**src/rtl/asg_seq_pkg.sv**
```systemverilog
// Shared widths, tick divider default and FSM encoding for the ASG sweep sequencer.
package asg_seq_pkg;

  localparam int DEF_NPTS_W   = 8;
  localparam int DEF_REP_W    = 16;
  localparam int DEF_DLY_W    = 32;
  localparam int DEF_TMO_W    = 24;
  localparam int DEF_TICK_DIV = 125;

  typedef enum logic [2:0] {
    ST_IDLE   = 3'd0,
    ST_LAUNCH = 3'd1,
    ST_WAIT   = 3'd2,
    ST_NEXT   = 3'd3,
    ST_DELAY  = 3'd4,
    ST_FINISH = 3'd5
  } seq_state_t;

endpackage

```
**src/rtl/asg_us_tick.sv**
```systemverilog
// Microsecond prescaler: one-cycle tick every DIV cycles, phase reset by restart.
// Tick is decoded from the counter register; no backpressure.
module asg_us_tick #(
  parameter int DIV = 125
) (
  input  logic clk,
  input  logic rst_n,
  input  logic restart,
  output logic tick
);

  localparam int CW = (DIV > 1) ? $clog2(DIV) : 1;

  logic [CW-1:0] cnt;

  always_ff @(posedge clk or negedge rst_n) begin
    if (!rst_n) begin
      cnt <= '0;
    end else if (restart || cnt == CW'(DIV - 1)) begin
      cnt <= '0;
    end else begin
      cnt <= cnt + CW'(1);
    end
  end

  assign tick = !restart && (cnt == CW'(DIV - 1));

endmodule

```
**src/rtl/asg_sweep_sequencer.sv**
```systemverilog
// Sweeps N points x R repetitions, pulsing measurement start and gating result writes.
// Start-to-meas_start latency one cycle; all outputs registered; waits on meas_done with optional timeout.
module asg_sweep_sequencer
  import asg_seq_pkg::*;
#(
  parameter int NPTS_W   = DEF_NPTS_W,
  parameter int REP_W    = DEF_REP_W,
  parameter int DLY_W    = DEF_DLY_W,
  parameter int TMO_W    = DEF_TMO_W,
  parameter int TICK_DIV = DEF_TICK_DIV
) (
  input  logic              dac_clk_i,
  input  logic              dac_rstn_i,
  input  logic              cfg_start_i,
  input  logic              cfg_abort_i,
  input  logic [NPTS_W-1:0] cfg_npts_i,
  input  logic [REP_W-1:0]  cfg_nrep_i,
  input  logic [DLY_W-1:0]  cfg_rdly_i,
  input  logic [TMO_W-1:0]  cfg_tmo_i,
  input  logic              meas_done_i,
  input  logic              meas_wr_i,
  output logic              meas_start_o,
  output logic              meas_abort_o,
  output logic              res_we_o,
  output logic [NPTS_W-1:0] res_addr_o,
  output logic [NPTS_W-1:0] point_idx_o,
  output logic [REP_W-1:0]  rep_idx_o,
  output logic              busy_o,
  output logic              done_o,
  output logic              err_tmo_o,
  output logic [2:0]        state_o
);

  seq_state_t        state;
  logic [NPTS_W-1:0] npts_q;
  logic [REP_W-1:0]  nrep_q;
  logic [DLY_W-1:0]  rdly_q;
  logic [DLY_W-1:0]  dly_cnt;
  logic [TMO_W-1:0]  tmo_q;
  logic [TMO_W-1:0]  tmo_cnt;
  logic              tick;

  // Prescaler is held in restart outside DELAY so every delay starts on a fresh 1 us boundary.
  asg_us_tick #(
    .DIV(TICK_DIV)
  ) u_tick (
    .clk    (dac_clk_i),
    .rst_n  (dac_rstn_i),
    .restart(state != ST_DELAY),
    .tick   (tick)
  );

  assign state_o = state;

  always_ff @(posedge dac_clk_i or negedge dac_rstn_i) begin
    if (!dac_rstn_i) begin
      state        <= ST_IDLE;
      npts_q       <= '0;
      nrep_q       <= '0;
      rdly_q       <= '0;
      tmo_q        <= '0;
      dly_cnt      <= '0;
      tmo_cnt      <= '0;
      meas_start_o <= 1'b0;
      meas_abort_o <= 1'b0;
      res_we_o     <= 1'b0;
      res_addr_o   <= '0;
      point_idx_o  <= '0;
      rep_idx_o    <= '0;
      busy_o       <= 1'b0;
      done_o       <= 1'b0;
      err_tmo_o    <= 1'b0;
    end else begin
      meas_start_o <= 1'b0;
      meas_abort_o <= 1'b0;
      done_o       <= 1'b0;
      res_we_o     <= meas_wr_i && (state == ST_WAIT || state == ST_NEXT);
      res_addr_o   <= point_idx_o;

      if (state != ST_IDLE && cfg_abort_i) begin
        state        <= ST_IDLE;
        busy_o       <= 1'b0;
        meas_abort_o <= 1'b1;
      end else begin
        case (state)
          ST_IDLE: begin
            if (cfg_start_i && !cfg_abort_i) begin
              npts_q      <= cfg_npts_i;
              nrep_q      <= (cfg_nrep_i == '0) ? REP_W'(1) : cfg_nrep_i;
              rdly_q      <= cfg_rdly_i;
              tmo_q       <= cfg_tmo_i;
              point_idx_o <= '0;
              rep_idx_o   <= '0;
              err_tmo_o   <= 1'b0;
              busy_o      <= 1'b1;
              if (cfg_npts_i == '0) begin
                state <= ST_FINISH;
              end else begin
                state        <= ST_LAUNCH;
                meas_start_o <= 1'b1;
              end
            end
          end

          ST_LAUNCH: begin
            tmo_cnt <= '0;
            state   <= ST_WAIT;
          end

          ST_WAIT: begin
            if (meas_done_i) begin
              state <= ST_NEXT;
            end else if (tmo_q != '0 && tmo_cnt == tmo_q - TMO_W'(1)) begin
              tmo_cnt      <= tmo_q;
              err_tmo_o    <= 1'b1;
              meas_abort_o <= 1'b1;
              state        <= ST_FINISH;
            end else if (tmo_q != '0 && tmo_cnt != tmo_q) begin
              tmo_cnt <= tmo_cnt + TMO_W'(1);
            end
          end

          ST_NEXT: begin
            if (point_idx_o < npts_q - NPTS_W'(1)) begin
              point_idx_o  <= point_idx_o + NPTS_W'(1);
              meas_start_o <= 1'b1;
              state        <= ST_LAUNCH;
            end else if (rep_idx_o < nrep_q - REP_W'(1)) begin
              rep_idx_o   <= rep_idx_o + REP_W'(1);
              point_idx_o <= '0;
              if (rdly_q == '0) begin
                meas_start_o <= 1'b1;
                state        <= ST_LAUNCH;
              end else begin
                dly_cnt <= rdly_q;
                state   <= ST_DELAY;
              end
            end else begin
              state <= ST_FINISH;
            end
          end

          ST_DELAY: begin
            if (tick) begin
              if (dly_cnt <= DLY_W'(1)) begin
                dly_cnt      <= '0;
                meas_start_o <= 1'b1;
                state        <= ST_LAUNCH;
              end else begin
                dly_cnt <= dly_cnt - DLY_W'(1);
              end
            end
          end

          ST_FINISH: begin
            done_o <= 1'b1;
            busy_o <= 1'b0;
            state  <= ST_IDLE;
          end

          default: begin
            busy_o <= 1'b0;
            state  <= ST_IDLE;
          end
        endcase
      end
    end
  end

endmodule

```
**config.mk**
```make
export PLATFORM = sky130hd
export DESIGN_NAME = asg_sweep_sequencer
export DESIGN_NICKNAME = d
export VERILOG_FILES = /design/src/rtl/asg_seq_pkg.sv /design/src/rtl/asg_us_tick.sv /design/src/rtl/asg_sweep_sequencer.sv
export SDC_FILE = /design/constraint.sdc
export NUM_CORES = 1
export LEC_CHECK = 0
export CAP_MARGIN = 20
export CORE_UTILIZATION = 35
export CTS_BUF_LIST = sky130_fd_sc_hd__clkbuf_8 sky130_fd_sc_hd__clkbuf_16
export CTS_CLUSTER_DIAMETER = 150
export DETAILED_ROUTE_END_ITERATION = 7
export PLACE_DENSITY = 0.61
export SKIP_LAST_GASP = 1
export SYNTH_ARGS = -nofsm -noshare
export SYNTH_HDL_FRONTEND = slang
export SYNTH_SLANG_ARGS = --single-unit
```
**constraint.sdc**
```tcl
create_clock -name dac_clk_i -period 9.6 [get_ports dac_clk_i]
set_input_delay 1.44 -clock dac_clk_i [delete_from_list [all_inputs] [get_ports dac_clk_i]]
set_output_delay 1.44 -clock dac_clk_i [all_outputs]
set_load 0.02 [all_outputs]
```
Word level (Yosys, flattened, before mapping)
Index checks and enable logic that the tools add are counted.

Register bits after elaboration: 184. Input bits: 86. Output and inout bits: 41. Word-level logic and storage cells: 134.

Add/sub/neg operators: 8. Order comparisons: 3. Equality and inequality tests: 23. Multiplexer cells: 53. Bitwise gates (word level): 1. Reductions and logical operators: 29.

Operators by type and width (number): 2-to-1 mux 32 bit (5); 2-to-1 mux 24 bit (3); 2-to-1 mux 16 bit (4); one-hot mux 32 bit (2 select lines) (1); one-hot mux 24 bit (2 select lines) (1); less-or-equal comparator 32 x 1 -> 1 bit, second input constant (1); logical NOT 32 bit (1); one-hot mux 16 bit (2 select lines) (1); subtractor 32 x 1 -> 32 bit, second input constant (1); 2-to-1 mux 3 bit (10); adder 24 x 1 -> 24 bit, second input constant (1); equality test 24 bit (1); 2-to-1 mux 8 bit (3); != test 24 bit (1); nonzero test 24 bit (1); subtractor 24 x 1 -> 24 bit, second input constant (1); 2-to-1 mux 1 bit (19); adder 16 x 1 -> 16 bit, second input constant (1); logical NOT 16 bit (1); < comparator 16 bit (1); one-hot mux 8 bit (2 select lines) (1); subtractor 16 x 1 -> 16 bit, second input constant (1); one-hot mux 3 bit (5 select lines) (1); != test 3 bit, second input constant (4); 29 further kinds (52).

Longest topological paths before layout
Word-level depth: 7. Depth in mapped cells: 18. Depth with buffers taken out: 16.

Cells and area by module
A second synthesis with hierarchy kept.

Cell total of the unflattened synthesis: 1347. Area, all modules: 11159.5 um^2.

Modules (own cells, without submodules): asg_sweep_sequencer (times used 1, cells an instance 1311, area an instance 10810.4 um^2, seq. area each 4429.2 um^2); asg_us_tick (times used 1, cells an instance 36, area an instance 349.1 um^2, seq. area each 175.2 um^2).

Worst setup path before layout
OpenSTA, ideal clock, no wires.

Path type: register -> register. From: register nrep_q[3]. To: register dly_cnt[26]. Library setup time: 136 ps. Arrival time: 3839 ps. Required time: 9464 ps. Setup slack: 5625 ps. Stages on the path, launching flop included: 19. Buffers on the path: 2. Clock period less this slack: 3975 ps. Path through: dfrtp_1 nor3_1 nand2b_1 nor4_1 nand2_1 or2_2 nor2_1 xnor2_1 ha_1 and3_1 a221o_1 a21oi_1 nor2_1 or3_1 a221o_1 clkbuf_1 clkbuf_1 o21ai_0 o21ai_0.

Cells in the longest elaborated chain, start to end: 4.

RTL lines: start, declared (RTL line asg_sweep_sequencer.sv:36) `logic [REP_W-1:0] nrep_q;`; start signal, assigned (RTL line asg_sweep_sequencer.sv:89) `nrep_q <= (cfg_nrep_i == '0) ? REP_W'(1) : cfg_nrep_i;`; subtractor 16 x 1 -> 16 bit (RTL line asg_sweep_sequencer.sv:128) `end else if (rep_idx_o < nrep_q - REP_W'(1)) begin`; < comparator 16 bit (RTL line asg_sweep_sequencer.sv:128); != test 2 x 1 -> 1 bit (no line); AND reduction 6 bit (no line); end signal, assigned (RTL line asg_sweep_sequencer.sv:135) `dly_cnt <= rdly_q;`; end signal, assigned (RTL line asg_sweep_sequencer.sv:150) `dly_cnt <= dly_cnt - DLY_W'(1);`; end, declared (RTL line asg_sweep_sequencer.sv:38) `logic [DLY_W-1:0] dly_cnt;`.

No other way between the ends. A chain may end at the register's enable or synchronous reset.

Final worst setup path
From: register nrep_q[3]. To: register point_idx_o[4].

Cells in the longest elaborated chain, start to end: 4.

RTL lines: subtractor 16 x 1 -> 16 bit (RTL line asg_sweep_sequencer.sv:128); < comparator 16 bit (RTL line asg_sweep_sequencer.sv:128); != test 3 x 1 -> 1 bit (no line); AND reduction 4 bit (no line); end signal, assigned (RTL line asg_sweep_sequencer.sv:125) `point_idx_o <= point_idx_o + NPTS_W'(1);`; end, declared (RTL line asg_sweep_sequencer.sv:26) `output logic [NPTS_W-1:0] point_idx_o,`.

No other way between the ends.

==> results.txt <==
CTS buffer count -> 17
Non-Filler Instances -> 1819
Crit Path Category -> register to register
Pins Over Slew Limit -> 0
global route overflow -> 0
WP data arrival -> 4.97 ns
CP max-delay cell -> or4_1
hpwl dp -> 22000 um
drt pass-1 iters -> 7
relative slew slack -> 23.0%
# resized after CTS -> 0
RSZ-0062 raised after global routing -> no
total power per unit cell area -> 216 mW/mm^2
synthesized area -> 0.0111 sq mm
post-synthesis sequential area ratio -> 41.5%
final WL -> 31300 um
FP Rows -> 64
Filler cells -> 3062
worst path cell trace -> nor3_1 -> nand2b_1 -> nor4_1 -> nand2_1 -> or2_2 -> nor2_1 -> xnor2_1 -> ha_1 -> and3_1 -> a221o_1 -> a21oi_1 -> nor2_1 -> nor3b_1 -> o21ai_0 -> or4_1 -> a21oi_1
Worst path top cell family by delay -> simple AND/OR/NAND/NOR gates
Worst Path Required -> 9.96 ns
most common cell after layout, fill and taps aside -> nand2_1
most frequent cells in the layout -> nand2_1, dfrtp_1, clkdlybuf4s50_1
largest net degree at the start of global routing -> 121
H-tree Lvls -> 4
Post-CTS Setup Repair Bufs -> 0
# nets final -> 1527
via count of the first global-routing pass -> 9865
hold buffer count at CTS -> 0
initial antenna violation count -> 0
Min-Delay Path Class -> register to register
core area -> 0.0309 sq mm
Synth Flop Type -> dfrtp_1
worst-skew pair later-pin latency -> 0.45 ns
Initial Util -> 35.9%
GRT Total Usage -> 19.9%
violated checks -> DRC
GPL Wtd Cong -> 0.855
crit end category -> register
Die W -> 180 um
IO buf count -> 126
Placed Area -> 0.0126 sq mm
clk root buf -> clkbuf_16
part of the cycle the worst path needs -> 48.0%
Post-synth EDFFs -> 0
Worst Skew -> 0.0157 ns
share of layout cells above drive strength 1 -> 4.78%
post-synthesis async set-or-reset flop share -> 100%
# IOs -> 127
Least-Margin Pin Slew -> 1.14 ns
# Max-Cap Violations -> 0
via count -> 10000
post-synthesis register bit count -> 184
die height -> 180 um
DRC -> 17
Layout area overhead -> 18.9%
global-route wire length before repair -> 52300 um
CTS max path bufs -> 2
startpoint types -> register
WP buf/inv -> 0
die area -> 0.0324 sq mm
DRT iter0 DRCs -> 757
Synth cell types -> 82
Tmin final -> 4.61 ns
placed cell count -> 1785
DR WL/cell -> 17.2 um
VDD IR-drop max -> 0.000129 V
Leakage Power -> 5.53 nW
Max Freq -> 217 MHz
Post-Synthesis Cells -> 1334
Clock transition at path regs -> 0.08 ns
Avg Synthesized Cell Area -> 8.31 sq um
TritonCTS clock tree -> yes
Finished Cell Area -> 0.0132 sq mm
crit-path max FO -> 12
antenna-violating nets left -> 0
Setup WS pre-CTS -> 4.56 ns
max incr delay on CP -> 0.55 ns
routed vias/inst -> 5.52
TNS Setup -> 0 ns
# clock sinks -> 184
Setup Viol. Count Final -> 0
status -> complete, but fails checks
Post-Syn Nets -> 1452
Worst Setup Slack, final -> 4.99 ns
final hold viol count -> 0
yosys warns -> 0
through the flow:
stage | hold slack (ns) | util [%] | total power [mW]
after global placement | 0.489 | 40.7 | 2.12
after CTS | 0.513 | 42.6 | 2.86
final | 0.510 | 42.6 | 2.85
after floorplan | 0.466 | - | 1.83
after detailed placement | 0.491 | 40.7 | 2.15
after global routing | 0.528 | 42.6 | 3.06
layout make-up:
class | instances | area (sq um) | share of cell area, %
Antenna cell | 1 | 2.50 | 0.0190
Clock inverter | 15 | 161 | 1.22
Inverter | 31 | 116 | 0.883
Sequential cell | 184 | 4600 | 34.9
Multi-Input combinational cell | 1041 | 6050 | 45.9
Clock buffer | 17 | 425 | 3.23
Tap cell | 396 | 495 | 3.76
Timing Repair Buffer | 134 | 1330 | 10.1
layer usage:
layer	part of all wire (%)	vias up	track usage [%]
met2	47	268	32.6
li1	-	4890	-
met1	47	4828	26.8
met5	0	-	0
met4	1.9	0	5.72
met3	4.6	48	3.40
registers in the layout, indices dropped and copies added, names as in the netlist, 3 cells and up:
register	cells
dly_cnt	32
npts_q	8
nrep_q	16
point_idx_o	8
rdly_q	32
rep_idx_o	16
res_addr_o	8
state_o	3
tmo_cnt	24
tmo_q	24
u_tick.cnt	7
cells in the mapped netlist, drive strengths merged (4+ instances only):
cell | count | area (sq um)
o2111ai | 4 | 35.0
or4 | 18 | 135
a22oi | 9 | 67.6
or2 | 16 | 100
buf | 18 | 108
a211oi | 9 | 67.6
a31oi | 7 | 43.8
ha | 32 | 400
nor2 | 84 | 315
nand4 | 21 | 138
xor2 | 30 | 263
a32oi | 14 | 123
o21bai | 4 | 30.0
nand2 | 310 | 1160
o311a | 4 | 40.0
inv | 31 | 116
clkbuf | 60 | 226
and3 | 9 | 56.3
o21ai | 111 | 556
or3 | 19 | 124
dfrtp | 184 | 4600
nor3b | 8 | 60.1
o31a | 4 | 35.0
xnor2 | 36 | 315
a21o | 11 | 82.6
nor3 | 45 | 230
o21a | 5 | 37.5
nand3 | 37 | 185
nand2b | 6 | 37.5
mux2i | 14 | 140
o211ai | 7 | 52.6
o31ai | 6 | 45.0
a21oi | 50 | 254
and2 | 10 | 62.6
nor4 | 40 | 293
a221o | 4 | 40.0
a21boi | 4 | 30.0
cells by family (layout without fill, tap and decap cells):
group / Yosys count / in the layout / share of synthesized area (%)
DFF: 184 / 184 / 41.5
and+or+nand+nor: 641 / 641 / 27.6
xor gates and xnor gates: 66 / 66 / 5.21
AOI/OAI and AO/OA: 286 / 286 / 16.5
other: 0 / 1 / 0
buffers and inverters: 109 / 197 / 4.06
adders and majority gates: 32 / 32 / 3.61
muxes: 16 / 16 / 1.47
worst register-to-register path: stages (launching register included):
cell,delay (ns)
dfrtp_1,0.42
nor3_1,0.28
nand2b_1,0.14
nor4_1,0.26
nand2_1,0.13
or2_2,0.31
nor2_1,0.13
xnor2_1,0.14
ha_1,0.26
and3_1,0.20
a221o_1,0.29
a21oi_1,0.16
nor2_1,0.09
nor3b_1,0.47
o21ai_0,0.53
or4_1,0.55
a21oi_1,0.16
power by group:
part	switching, mW	total, mW	internal, mW
Combinational	0.519	0.896	0.378
Sequential	0.269	1.24	0.975
Clock	0.360	0.710	0.349
path summary, 6_finish.rpt:
kind | start | end | slack, ns | cells after the start
setup / recovery | nrep_q[3] | point_idx_o[4] | 4.99 | 16
hold / removal | nrep_q[15] | nrep_q[15] | 0.51 | 2
setup reg to reg | nrep_q[3] | point_idx_o[4] | 4.99 | 16
hold reg to reg | nrep_q[15] | nrep_q[15] | 0.51 | 2
max in group asynchronous | dac_rstn_i | tmo_cnt[11] | 7.16 | 2
min in group asynchronous | dac_rstn_i | npts_q[6] | 1.06 | 1
(Power assumes the default switching activity.)
